`config.mk`:
```
export PLATFORM = sky130hd
export DESIGN_NAME = sysop_arb
export DESIGN_NICKNAME = d
export VERILOG_FILES = /design/src/rtl/sysop_arb.sv
export SDC_FILE = /design/constraint.sdc
export NUM_CORES = 1
export LEC_CHECK = 0
export BUFFER_PORTS_ARGS = -buffer_cell sky130_fd_sc_hd__buf_2
export CAP_MARGIN = 10
export CORE_AREA = 2 2 267 269
export CTS_CLUSTER_DIAMETER = 40
export DETAILED_ROUTE_END_ITERATION = 10
export DIE_AREA = 0 0 269 271
export GPL_TIMING_DRIVEN = 0
export PLACE_DENSITY = 0.42
export SLEW_MARGIN = 0
export SYNTH_ARGS = -nofsm -noshare
export SYNTH_HDL_FRONTEND = slang
export SYNTH_SLANG_ARGS = --single-unit
```
`constraint.sdc`:
```
create_clock -name clk -period 5.6 [get_ports clk]
set_clock_uncertainty 0.2 [all_clocks]
set_input_delay 0.84 -clock clk [delete_from_list [all_inputs] [get_ports clk]]
set_output_delay 0.84 -clock clk [all_outputs]
set_load 0.1 [all_outputs]
```
`src/rtl/sysop_arb.sv`:
```
// Picks one exception or system-op request per cycle (oldest stage first) for the CSR/trap unit.
// Outputs are registered one cycle after acceptance; losers are dropped, and a trap redirect blocks all requests for FLUSH_CYCLES.
module sysop_arb #(
    parameter int FLUSH_CYCLES = 3
) (
    input  logic        clk,
    input  logic        rst_n,
    input  logic        if_exc_valid,
    input  logic [3:0]  if_exc_cause,
    input  logic [63:0] if_pc,
    input  logic [63:0] if_tval,
    input  logic        id_exc_valid,
    input  logic [3:0]  id_exc_cause,
    input  logic [63:0] id_pc,
    input  logic [63:0] id_tval,
    input  logic        id_sys_valid,
    input  logic [4:0]  id_sys_op,
    input  logic [11:0] id_csr_addr,
    input  logic [63:0] id_sys_wdata,
    input  logic        mem_exc_valid,
    input  logic [3:0]  mem_exc_cause,
    input  logic [63:0] mem_pc,
    input  logic [63:0] mem_tval,
    input  logic        trap_en,
    output logic [4:0]  op,
    output logic [63:0] pc,
    output logic [63:0] tval,
    output logic [63:0] wdata,
    output logic        flush,
    output logic        busy
);

    localparam logic [4:0] SYSOP_RET = 5'h04;

    typedef enum logic {IDLE, DRAIN} state_t;

    state_t      state;
    logic [3:0]  cnt;
    logic [4:0]  sys_op_m;

    // bit 4 of a sysop would alias the exception encoding, so it is discarded
    assign sys_op_m = id_sys_op & 5'h0F;

    always_ff @(posedge clk or negedge rst_n) begin
        if (!rst_n) begin
            state <= IDLE;
            cnt   <= '0;
            op    <= '0;
            pc    <= '0;
            tval  <= '0;
            wdata <= '0;
        end else begin
            case (state)
                IDLE: begin
                    if (trap_en) begin
                        state <= DRAIN;
                        cnt   <= 4'(FLUSH_CYCLES - 1);
                        op    <= '0;
                    end else if (mem_exc_valid) begin
                        op    <= {1'b1, mem_exc_cause};
                        pc    <= mem_pc;
                        tval  <= mem_tval;
                        wdata <= '0;
                    end else if (id_exc_valid) begin
                        op    <= {1'b1, id_exc_cause};
                        pc    <= id_pc;
                        tval  <= id_tval;
                        wdata <= '0;
                    end else if (if_exc_valid) begin
                        op    <= {1'b1, if_exc_cause};
                        pc    <= if_pc;
                        tval  <= if_tval;
                        wdata <= '0;
                    end else if (id_sys_valid) begin
                        op    <= sys_op_m;
                        pc    <= id_pc;
                        tval  <= (sys_op_m == SYSOP_RET) ? 64'd0 : {52'd0, id_csr_addr};
                        wdata <= id_sys_wdata;
                    end else begin
                        op    <= '0;
                    end
                end
                DRAIN: begin
                    op <= '0;
                    if (cnt == 4'd0) begin
                        state <= IDLE;
                    end else begin
                        cnt <= cnt - 4'd1;
                    end
                end
                default: begin
                    state <= IDLE;
                    op    <= '0;
                end
            endcase
        end
    end

    assign busy  = (state == DRAIN);
    assign flush = trap_en | busy;

endmodule

```
## Yosys cells after proc, flatten, opt, wreduce, memory -nomap -nowiden

Index checks and enable logic that the tools add are counted.

- Register bits after elaboration: 202
- Logic and storage cells: 42
- Bits of input ports: 484
- Output and inout port bits: 199

- $add $sub $neg: 1
- Bitwise logic cells: 3
- Reductions and logical operators: 4
- Mux-type cells: 25
- Equal/unequal tests: 3

Operators with widths:

| cell | count |
|---|---|
| two-way mux 64 bit | 12 |
| two-way mux 5 bit | 4 |
| two-way mux 12 bit | 1 |
| two-way mux 4 bit | 3 |
| one-hot mux 5 bit (2 select lines) | 1 |
| one-hot mux 4 bit (2 select lines) | 1 |
| equality test 4 x 3 -> 1 bit (second input constant) | 1 |
| logical NOT 4 bit | 1 |
| inequality test 2 bit (second input constant) | 2 |
| nonzero test 4 bit | 1 |
| subtractor 4 x 1 -> 4 bit (second input constant) | 1 |
| AND reduction 3 bit | 1 |
| two-way mux 1 bit | 2 |
| inverter 1 bit | 2 |
| one-hot mux 1 bit (2 select lines) | 1 |
| AND reduction 2 bit | 1 |
| OR 1 bit | 1 |

## Logic depth before layout (Yosys ltp)

Gate-level depths: netlist (run 1).

- Word-level depth: 6
- Depth in mapped cells: 8
- Gate-level depth less buffers: 6

## Worst setup path before layout (run 1)

Ideal clock, no wire load.

- Path type: flip-flop to output port
- From: reg state, in the netlist busy
- To: out flush
- Data required time: 4,560 ps
- Data arrival time: 1,842 ps
- Cell stages (with the launch flop): 3
- Buffers on the path: 0
- Path slack: 2,718 ps
- Cell sequence: dfrtp_1 -> nor2_2 -> inv_1

- Longest elaborated chain between the ends: 1

RTL lines:

| item | RTL line | text |
|---|---|---|
| from (decl) | 37 | `state_t state;` |
| from (signal assigned) | 46 | `state <= IDLE;` |
| from (signal assigned) | 56 | `state <= DRAIN;` |
| from (signal assigned) | 86 | `state <= IDLE;` |
| OR 1 bit | 100 | `assign flush = trap_en \| busy;` |
| to (decl) | 29 | `output logic flush,` |

Every way passes these cells.

## Final worst setup path (run 1)

- From: in id_exc_valid
- To: reg tval[55]

- Longest elaborated chain between the ends: 2
- Elaborated cells on any way between the ends: 4
- Those cells by class: mux (2); reduce/logical (2)

RTL lines:

| item | RTL line | text |
|---|---|---|
| from (decl) | 12 | `input logic id_exc_valid,` |
| nonzero test 4 bit (no source line) or two-way mux 64 bit (tied branches) | - |  |
| AND reduction 3 bit (no source line) or two-way mux 64 bit (tied branches) | - |  |
| to (signal assigned) | 62 | `tval <= mem_tval;` |
| to (signal assigned) | 67 | `tval <= id_tval;` |
| to (signal assigned) | 72 | `tval <= if_tval;` |
| to (decl) | 27 | `output logic [63:0] tval,` |

Several ways; a longest one is shown, not always the timed one.
A chain may end at the register's enable or synchronous reset.

==> insert_results.sql, run 1 <==
INSERT INTO impl_metrics (metric_group, metric, value, unit) VALUES
('power_and_ir_drop', 'clock_power_share', '23.3', '%'),
('detailed_routing', 'number_of_vias_in_the_routed_layout', '10600', ''),
('worst_setup_path', 'crit_type', 'primary input to flip-flop', ''),
('synth', 'synth_top_area_cell', 'dfrtp_1', ''),
('power_and_ir_drop', 'power_density', '655', 'nW/um^2'),
('synth', 'synth-simple-area-share', '9.78', '%'),
('synth', 'synth_seq_cells', '202', ''),
('synth', 'synth-edff-count', '0', ''),
('synth', 'synth.top_cell.area_share', '50.4', '%'),
('worst_hold_path', 'whs_path_depth', '2', ''),
('synth', 'dominant_combinational_cell_family_by_area_after_synthesis', 'compound AO/OA/AOI/OAI gates', ''),
('timing', 'grt_setup_unrepaired', 'false', ''),
('worst_setup_path', 'worst-endpoint-required', '5.84', 'ns'),
('timing', 'layout_min_cycle_time', '3.12', 'ns'),
('worst_setup_path', 'worst-r2r-setup-slack', '2.99', 'ns'),
('floorplanning', 'die_w', '269', 'um'),
('power_and_ir_drop', 'pwr-share-seq', '21.6', '%'),
('flow_run', 'maxCapViolations', '0', ''),
('detailed_routing', 'drc', '0', ''),
('power_and_ir_drop', 'power.switching', '5980', 'uW'),
('run_status', 'result_of_the_run', 'completed', ''),
('timing', 'finalHoldWorstSlack', '0.268', 'ns'),
('floorplanning', 'die_area', '72900', 'sq um'),
('cells_and_area', 'syn2layout_area_growth', '60.4', '%'),
('worst_setup_path', 'timing.critical_path.from_type', 'primary input', ''),
('timing', 'setup_violations', '0', ''),
('synth', 'synthesis.yosys.warnings', '0', ''),
('clock_tree', 'cts_tree', 'built', ''),
('timing', 'post-route-period-util', '55.7', '%'),
('global_routing', 'antenna_found_initial', '3', ''),
('synth', 'netlist_top_cells_count', 'dfrtp_1, nand2_1, a22o_1, nor2b_1, mux2i_1', ''),
('global_routing', 'via_count_of_the_first_global_routing_pass', '10900', ''),
('worst_setup_path', 'cp-end-kind', 'flip-flop', ''),
('synth', 'yosysMostFrequentCell', 'dfrtp_1', ''),
('global_routing', 'pin_count_of_the_biggest_net_entering_global_routing', '95', ''),
('power_and_ir_drop', 'p_leak', '0.00819', 'uW'),
('place', 'dpl_cell_area', '14700', 'sq um'),
('synth', 'synth_async_sr_flop_share', '100', '%'),
('worst_hold_path', 'worst_hold_endpoint', 'tval[19]', ''),
('detailed_routing', 'drt_iter0_markers', '542', ''),
('clock_tree', 'worstSkewPairLatency', '0.53', 'ns'),
('worst_setup_path', 'critPathArrivalTime', '3.35', 'ns'),
('power_and_ir_drop', 'irDropWorstVdd', '0.421', 'mV'),
('detailed_routing', 'routed_via_density', '4.04', ''),
('detailed_routing', 'wl', '52400', 'um'),
('global_routing', 'globalRouteOverflowTotal', '0', ''),
('worst_setup_path', 'cp_common_cell', 'clkbuf_1', ''),
('floorplanning', 'core_area', '69800', 'sq um'),
('synth', 'synthTopCellsByArea', 'dfrtp_1, mux2_2, mux2i_1, a22o_1, nand2_1', ''),
('clock_tree', 'cts_inserted_buffers', '43', ''),
('synth', 'synthMuxAreaShare', '13.7', '%'),
('synth', 'synth-main-ff-cell', 'dfrtp_1', ''),
('worst_setup_path', 'worst-r2r-cell-count', '5', ''),
('worst_setup_path', 'cell_chain_of_the_critical_path', 'clkbuf_1 -> clkbuf_1 -> buf_1 -> a221oi_1 -> o31ai_1', ''),
('timing', 'fmax', '321', 'MHz'),
('floorplanning', 'die_h', '271', 'um'),
('cells_and_area', 'net_count_final', '2139', ''),
('power_and_ir_drop', 'power_switching_share', '56.7', '%'),
('floorplanning', 'design.portCount', '683', ''),
('worst_setup_path', 'critical_path.max_fanout', '10', ''),
('power_and_ir_drop', 'power.internal', '4560', 'uW'),
('timing', 'max-slew-margin-rel', '13.7', '%'),
('global_routing', 'grt_util_all_layers', '13.5', '%'),
('timing', 'totalNegativeSetupSlack', '0', 'ns'),
('timing', 'report.final.hold_viol_count', '0', ''),
('synth', 'yosys.cell_types.count', '33', ''),
('synth', 'yosys.area_share.adder', '0.125', '%'),
('floorplanning', 'initial_util', '14.4', '%'),
('clock_tree', 'clock_tree.buffer_depth', '3', ''),
('timing', 'timing_worst_slew_pin_value', '1.29', 'ns'),
('detailed_routing', 'first_pass_iters', '5', '');
worst max-delay path, delay by kind of cell:
kind / cells / cell delay (ns)
buffers and inverters: 3 / 1.83
AOI/OAI and AO/OA: 2 / 0.66
placed cells by master (no fill, tap or decap), drive strengths merged:
master,n
a211oi,3
a21o,1
a21oi,19
a221o,12
a221oi,52
a22o,66
a22oi,1
and3,1
buf,724
bufinv,3
clkbuf,102
clkinv,7
clkinvlp,8
dfrtp,202
diode,3
dlygate4sd3,1
ha,1
inv,7
mux2,64
mux2i,65
nand2,132
nor2,4
nor2b,66
nor3,3
nor3b,1
nor4b,1
o21ai,70
o22ai,3
o31ai,64
or3,2
flip-flops by register name, indices dropped and copies added (netlist names):
name   count
pc        64
tval      64
wdata     64
op         5
cnt        4
busy       1
through the flow:
stage,power [uW],worst slack [ns],instances,utilization [%]
6_report,10500,2.48,2628,23.1
5_1_grt,11000,2.34,2627,23.1
4_1_cts,10700,2.45,2625,23.1
3_5_place_dp,8150,1.87,2548,21.0
3_3_place_gp,8120,-0.255,2545,20.9
2_1_floorplan,6860,2.72,926,-
how the worst max path moves through the flow:
stage	startpoint	end	slack, ns	depth (start not counted)
after floorplan	busy	flush	2.72	2
after global placement	rst_n	pc[16]	-0.26	1
after detailed placement	id_exc_valid	tval[55]	1.87	5
after CTS	id_exc_valid	tval[55]	2.45	5
after global routing	id_exc_valid	tval[55]	2.34	5
final	id_exc_valid	tval[55]	2.48	5
repair_timing:
item                      4_1_cts  5_1_grt
hold endpoints to repair       21        0
gates resized for setup         0        0
hold buffers                    1        0
power by group through the flow:
stage	clock [uW]	sequential [uW]	combinational, uW
after global routing	2600	2350	6040
after CTS	2530	2280	5860
after detailed placement	0	2290	5870
after floorplan	0	5950	902
final	2460	2280	5810
after global placement	0	2270	5840
routing by layer:
layer | vias to the layer above | routed length (um) | part of all wire, % | GRT usage (%)
met2 | 528 | 26200 | 50 | 24.0
met4 | 0 | 1870 | 3.6 | 5.45
met1 | 5098 | 20700 | 40 | 15.6
li1 | 4914 | - | - | -
met5 | - | 0 | 0 | 0
met3 | 88 | 3600 | 6.9 | 2.67
cell type report:
class	instances	area (sq um)	area share, %
inverters	6	22.5	0.140
multi-input cells	631	4500	28.0
repair buffers	683	3490	21.7
flip-flops and latches	202	5050	31.4
clock inverters	19	194	1.20
plain buffers	87	452	2.81
well taps	940	1180	7.31
diodes	3	7.51	0.0466
clock buffers	57	1200	7.45
logic make-up (layout without fill, tap and decap cells):
family | after synthesis | after routing
other | 0 | 3
adders and majority gates | 1 | 1
AOI/OAI and AO/OA | 291 | 291
DFF | 202 | 202
muxes | 129 | 129
and+or+nand+nor | 210 | 210
buffers and inverters | 93 | 852
Power figures use the tool's default switching activity.
==> run 2, diff against run 1 <==
==> constraint.sdc (replaced) <==
create_clock -name clk -period 2.9 [get_ports clk]
set_clock_uncertainty 0.2 [all_clocks]
set_input_delay 0.435 -clock clk [delete_from_list [all_inputs] [get_ports clk]]
set_output_delay 0.435 -clock clk [all_outputs]
set_load 0.1 [all_outputs]
==> run 2 against run 1 <==
  * Design area increased by 11%
  * Power up 95%
  * Via count increased by 6.4%
  * Global-route usage grew 0.32 points
  * Cell count grew 6.4%
  * Register-to-register slack worse by 2.7 ns
==> insert_results.sql, run 2 (same netlist as run 1, synthesis figures left out) <==
INSERT INTO impl_metrics (metric_group, metric, value, unit) VALUES
('floorplanning', 'fp-row-count', '97', ''),
('timing', 'fmax', '353', 'MHz'),
('global_routing', 'antenna_found_initial', '1', ''),
('detailed_routing', 'drc', '0', ''),
('global_routing', 'globalRouteOverflowTotal', '0', ''),
('place', 'dp_hpwl', '42300', 'um'),
('worst_setup_path', 'worst-endpoint-required', '3.14', 'ns'),
('cells_and_area', 'syn2layout_area_growth', '77.4', '%'),
('cells_and_area', 'biggestRegsByFlops', 'pc x64, tval x64, wdata x64', ''),
('clock_tree', 'worstSkewPairLatency', '0.52', 'ns'),
('detailed_routing', 'routed_via_density', '4.05', ''),
('timing', 'totalNegativeSetupSlack', '0', 'ns'),
('detailed_routing', 'antenna_violating_nets_post_route', '0', ''),
('worst_setup_path', 'cp-end-kind', 'flip-flop', ''),
('power_and_ir_drop', 'total_power', '20500', 'uW'),
('worst_setup_path', 'timing.critical_path.from_type', 'primary input', ''),
('timing', 'grt_setup_unrepaired', 'false', ''),
('timing', 'setup_violations', '0', ''),
('worst_hold_path', 'whs_path_depth', '3', ''),
('clock_tree', 'clock_tree.buffer_depth', '3', ''),
('detailed_routing', 'wirelength_met1', '21100', 'um'),
('flow_run', 'maxCapViolations', '0', ''),
('timing', 'report.final.hold_viol_count', '0', ''),
('detailed_routing', 'met3RoutedLength', '3640', 'um'),
('worst_setup_path', 'critPathArrivalTime', '3.07', 'ns'),
('worst_hold_path', 'worst_hold_startpoint', 'mem_pc[8]', ''),
('cells_and_area', 'proportion_of_layout_cells_with_a_drive_suffix_above_1', '46.3', '%'),
('power_and_ir_drop', 'p_leak', '0.00890', 'uW'),
('worst_setup_path', 'worst-r2r-cell-count', '5', ''),
('clock_tree', 'clock_sinks', '202', ''),
('place', 'port_buffers', '679', ''),
('global_routing', 'grt_util_all_layers', '13.8', '%'),
('worst_setup_path', 'crit-reg2reg-launch', 'busy', ''),
('floorplanning', 'die_w', '269', 'um'),
('detailed_routing', 'top_signal_layer_used', 'met4', ''),
('clock_tree', 'postCtsSetupBuffers', '0', ''),
('global_routing', 'pin_count_of_the_biggest_net_entering_global_routing', '95', ''),
('power_and_ir_drop', 'power_density', '1150', 'nW/um^2'),
('power_and_ir_drop', 'irDropWorstVdd', '0.814', 'mV'),
('clock_tree', 'cts_htree_levels', '2', ''),
('worst_hold_path', 'min_path_type', 'primary input to flip-flop', ''),
('cells_and_area', 'mostFrequentLayoutCells', 'buf_2, dfrtp_1, dlygate4sd3_1', ''),
('timing', 'max-slew-margin-rel', '12.7', '%'),
('detailed_routing', 'routed_wire_length_per_instance', '19.1', 'um'),
('clock_tree', 'clkSlewWorstSetupHoldPaths', '0.04', 'ns'),
('timing', 'post-route-period-util', '97.8', '%'),
('detailed_routing', 'wl_met2', '26500', 'um'),
('detailed_routing', 'wl', '53400', 'um'),
('floorplanning', 'core_area', '69800', 'sq um'),
('floorplanning', 'initial_util', '14.4', '%'),
('run_status', 'result_of_the_run', 'completed', ''),
('place', 'gp_congestion', '0.963', ''),
('timing', 'slew_viol_final', '0', ''),
('global_routing', 'via_count_of_the_first_global_routing_pass', '11800', ''),
('clock_tree', 'cts_inserted_buffers', '43', ''),
('floorplanning', 'die_h', '271', 'um'),
('worst_hold_path', 'worst_hold_endpoint', 'pc[8]', ''),
('detailed_routing', 'first_pass_iters', '5', ''),
('timing', 'timing_worst_slew_pin_value', '1.31', 'ns'),
('worst_setup_path', 'worst_r2r_endpoint', 'wdata[25]', ''),
('floorplanning', 'die_area', '72900', 'sq um'),
('timing', 'layout_min_cycle_time', '2.83', 'ns'),
('worst_setup_path', 'crit_type', 'primary input to flip-flop', ''),
('global_routing', 'grt_pass1_wl', '74200', 'um'),
('detailed_routing', 'number_of_vias_in_the_routed_layout', '11300', ''),
('worst_setup_path', 'critical_path.max_fanout', '10', ''),
('cells_and_area', 'net_count_final', '2309', ''),
('clock_tree', 'cts_root_buf', 'clkbuf_16', ''),
('worst_setup_path', 'worst-r2r-setup-slack', '0.25', 'ns'),
('detailed_routing', 'drt_iter0_markers', '521', ''),
('floorplanning', 'design.portCount', '683', ''),
('clock_tree', 'cts_tree', 'built', ''),
('cells_and_area', 'mostFrequentLayoutCell', 'buf_2', '');
==> run 2: cell count changes in the layout (fill, tap and decap cells not counted) <==
cell           delta
dlygate4sd3_1   +170
diode_2           -2
==> run 2: worst max-delay path by stage <==
stage | depth (start not counted) | endpoint | startpoint
after floorplan | 2 | flush | busy
after global placement | 1 | pc[16] | rst_n
after detailed placement | 5 | tval[55] | id_exc_valid
after CTS | 5 | tval[55] | id_exc_valid
after global routing | 5 | tval[55] | id_exc_valid
final | 5 | tval[55] | id_exc_valid
==> run 2: through the flow <==
stage | hold WS (ns) | instance area, sq um | std cells | setup slack (ns) | util (%)
finish | 0.0300 | 17800 | 2796 | 0.0652 | 25.5
global route | 0.0220 | 17800 | 2795 | 0.0139 | 25.5
CTS | 0.0000669 | 17800 | 2795 | 0.151 | 25.5
detailed placement | 0.0907 | 14700 | 2548 | -0.427 | 21.0
global placement | 0.258 | 14600 | 2545 | -2.55 | 20.9
floorplan | -0.0606 | 10000 | 926 | 0.423 | -
==> run 2: where the power goes <==
part | internal (uW) | switching (uW) | total (uW)
sequential | 3840 | 554 | 4400
clock | 3140 | 1600 | 4740
combinational | 1970 | 9440 | 11400
==> run 2: layer usage <==
layer | vias to the layer above | track usage, %
met1 | 5425 | 15.8
met2 | 540 | 24.4
li1 | 5250 | -
met3 | 97 | 2.86
met5 | - | 0
met4 | 0 | 6.30
==> run 2: timing repair <==
action                                  CTS  global route
hold buffers                            171             0
endpoints found under the setup margin    0             0
gates resized for setup                   0             0
endpoints found under the hold margin   372             0
==> run 2: cell type report <==
type | count | area (sq um)
sequential | 202 | 5050
buffer | 87 | 452
multi-input combinational | 631 | 4500
fill | 7609 | 52000
tap | 940 | 1180
timing repair buffer | 853 | 5190
clock inverter | 19 | 194
clock buffer | 57 | 1200
antenna | 1 | 2.50
inverter | 6 | 22.5
==> run 2: critical path, cell delays in order <==
cell and delay, ns:
clkbuf_1 0.28, clkbuf_1 0.79, buf_1 0.86, a221oi_1 0.36
o31ai_1 0.31
==> run 3, diff against run 2 <==
--- a/config.mk
+++ b/config.mk
@@ -12,6 +12,7 @@
 export DETAILED_ROUTE_END_ITERATION = 10
 export DIE_AREA = 0 0 269 271
 export GPL_TIMING_DRIVEN = 0
+export MAX_ROUTING_LAYER = met4
 export PLACE_DENSITY = 0.42
 export SLEW_MARGIN = 0
 export SYNTH_ARGS = -nofsm -noshare
==> run 3 against run 2 <==
  * Clock-buffer cell count is 3 lower
  * Routed wire length is 0.49% higher
  * Design area is 0.98% higher
  * Critical path type unchanged
  * Critical endpoint unchanged
==> insert_results.sql, run 3 (same netlist as run 1, synthesis figures left out) <==
INSERT INTO impl_metrics (metric_group, metric, value, unit) VALUES
('place', 'port_buffers', '679', ''),
('clock_tree', 'cts_htree_levels', '2', ''),
('worst_hold_path', 'worst_hold_startpoint', 'mem_pc[34]', ''),
('worst_hold_path', 'min_path_type', 'primary input to flip-flop', ''),
('timing', 'max-slew-margin-rel', '11.8', '%'),
('clock_tree', 'cts_inserted_buffers', '43', ''),
('timing', 'layout_min_cycle_time', '2.66', 'ns'),
('worst_setup_path', 'timing.critical_path.from_type', 'primary input', ''),
('global_routing', 'via_count_of_the_first_global_routing_pass', '11900', ''),
('global_routing', 'grt_util_all_layers', '14.2', '%'),
('timing', 'timing_worst_slew_pin_value', '1.32', 'ns'),
('global_routing', 'pin_count_of_the_biggest_net_entering_global_routing', '111', ''),
('floorplanning', 'design.portCount', '683', ''),
('floorplanning', 'initial_util', '14.4', '%'),
('clock_tree', 'clock_tree.buffer_depth', '3', ''),
('detailed_routing', 'routed_via_density', '4.03', ''),
('detailed_routing', 'first_pass_iters', '5', ''),
('detailed_routing', 'drt_iter0_markers', '452', ''),
('detailed_routing', 'routed_wire_length_per_instance', '19.1', 'um'),
('worst_setup_path', 'crit-reg2reg-launch', 'busy', ''),
('detailed_routing', 'antenna_violating_nets_post_route', '0', ''),
('clock_tree', 'postCtsResizedCells', '0', ''),
('clock_tree', 'cts_root_buf', 'clkbuf_16', ''),
('detailed_routing', 'number_of_vias_in_the_routed_layout', '11300', ''),
('place', 'place_inst', '2546', ''),
('flow_run', 'maxCapViolations', '0', ''),
('detailed_routing', 'drc', '0', ''),
('clock_tree', 'clock_sinks', '202', ''),
('place', 'gp_congestion', '0.960', ''),
('cells_and_area', 'syn2layout_area_growth', '79.1', '%'),
('power_and_ir_drop', 'power_density', '1160', 'nW/um^2'),
('clock_tree', 'worstSkewPairLatency', '0.55', 'ns'),
('floorplanning', 'die_w', '269', 'um'),
('worst_setup_path', 'critical_path.max_fanout', '10', ''),
('cells_and_area', 'biggestRegsByFlops', 'pc x64, tval x64, wdata x64', ''),
('cells_and_area', 'proportion_of_layout_cells_with_a_drive_suffix_above_1', '46.2', '%'),
('timing', 'grt_setup_unrepaired', 'false', ''),
('power_and_ir_drop', 'p_leak', '0.00899', 'uW'),
('global_routing', 'grt_pass1_wl', '74600', 'um'),
('timing', 'slew_viol_final', '0', ''),
('cells_and_area', 'fin_util', '25.7', '%'),
('worst_setup_path', 'worst-endpoint-required', '3.13', 'ns'),
('cells_and_area', 'net_count_final', '2319', ''),
('floorplanning', 'core_area', '69800', 'sq um'),
('place', 'worst_setup_slack_after_placement', '-0.440', 'ns'),
('cells_and_area', 'non_filler_instance_count_after_layout', '2810', ''),
('cells_and_area', 'mostFrequentLayoutCells', 'buf_2, dfrtp_1, dlygate4sd3_1', ''),
('cells_and_area', 'mostFrequentLayoutCell', 'buf_2', ''),
('floorplanning', 'die_h', '271', 'um'),
('global_routing', 'globalRouteOverflowTotal', '0', ''),
('clock_tree', 'clkSlewWorstSetupHoldPaths', '0.04', 'ns'),
('power_and_ir_drop', 'irDropWorstVdd', '0.642', 'mV'),
('worst_setup_path', 'crit_type', 'primary input to flip-flop', ''),
('floorplanning', 'fp-row-count', '97', ''),
('timing', 'layout_setup_ws', '0.244', 'ns'),
('global_routing', 'antenna_found_initial', '1', ''),
('clock_tree', 'cts_tree', 'built', ''),
('floorplanning', 'die_area', '72900', 'sq um'),
('worst_setup_path', 'cp-end-kind', 'flip-flop', ''),
('timing', 'post-route-period-util', '91.6', '%'),
('timing', 'setup_violations', '0', ''),
('timing', 'report.final.hold_viol_count', '0', ''),
('run_status', 'result_of_the_run', 'completed', ''),
('timing', 'fmax', '377', 'MHz'),
('place', 'dp_hpwl', '42300', 'um'),
('worst_setup_path', 'critPathLaunch', 'id_exc_valid', ''),
('detailed_routing', 'wl', '53700', 'um'),
('power_and_ir_drop', 'total_power', '20800', 'uW'),
('worst_setup_path', 'critPathArrivalTime', '2.89', 'ns');
-- run 3: worst paths after layout --
path                            cells past startpoint        end  slack [ns]
worst max-delay path                                5   tval[55]        0.24
worst min-delay path                                3     pc[34]        0.02
worst max register to register                      5  wdata[15]        0.27
worst min register to register                      2   tval[50]        0.27
max in group asynchronous                           3      pc[5]        1.18
min in group asynchronous                           2  wdata[16]        0.23
-- run 3: layer usage --
metal | routed length, um | track usage (%)
met2 | 26700 | 24.6
met5 | 0 | -
met1 | 21600 | 16.0
met4 | 2110 | 6.32
met3 | 3250 | 2.37
-- run 3: where the power goes --
group	switching, uW	leakage [uW]	internal, uW	total (uW)
registers	547	0.00261	3840	4390
clock network	1670	0.000713	3360	5030
logic	9440	0.00567	1980	11400
total	11700	0.00899	9180	20800
-- run 3: worst max-delay path, stage by stage --
cell,delay [ns]
clkbuf_1,0.27
clkbuf_1,0.66
buf_1,0.83
a221oi_1,0.37
o31ai_1,0.30
-- run 3: layout make-up --
type                    count  area [sq um]
clock buffers              54          1200
multi-input cells         631          4500
fillers                  7588         51800
diodes                      4          10.0
repair buffers            863          5270
well taps                 940          1180
inverters                   6          22.5
plain buffers              87           452
clock inverters            23           278
flip-flops and latches    202          5050
-- run 3: what timing repair did --
item / in CTS / in global routing
hold buffers: 182 / 0
setup endpoints to repair: 0 / 0
setup buffers: 0 / 0
hold endpoints to repair: 271 / 0
-- run 3: through the flow --
| stage | area, sq um | setup TNS (ns) | hold WS (ns) |
|---|---|---|---|
| global route | 18000 | 0 | 0.0139 |
| floorplan | 10000 | 0 | -0.0606 |
| finish | 18000 | 0 | 0.0234 |
| detailed placement | 14600 | -5.18 | 0.261 |
| global placement | 14600 | -515.03 | 0.258 |
| CTS | 17900 | 0 | 0.00000222 |
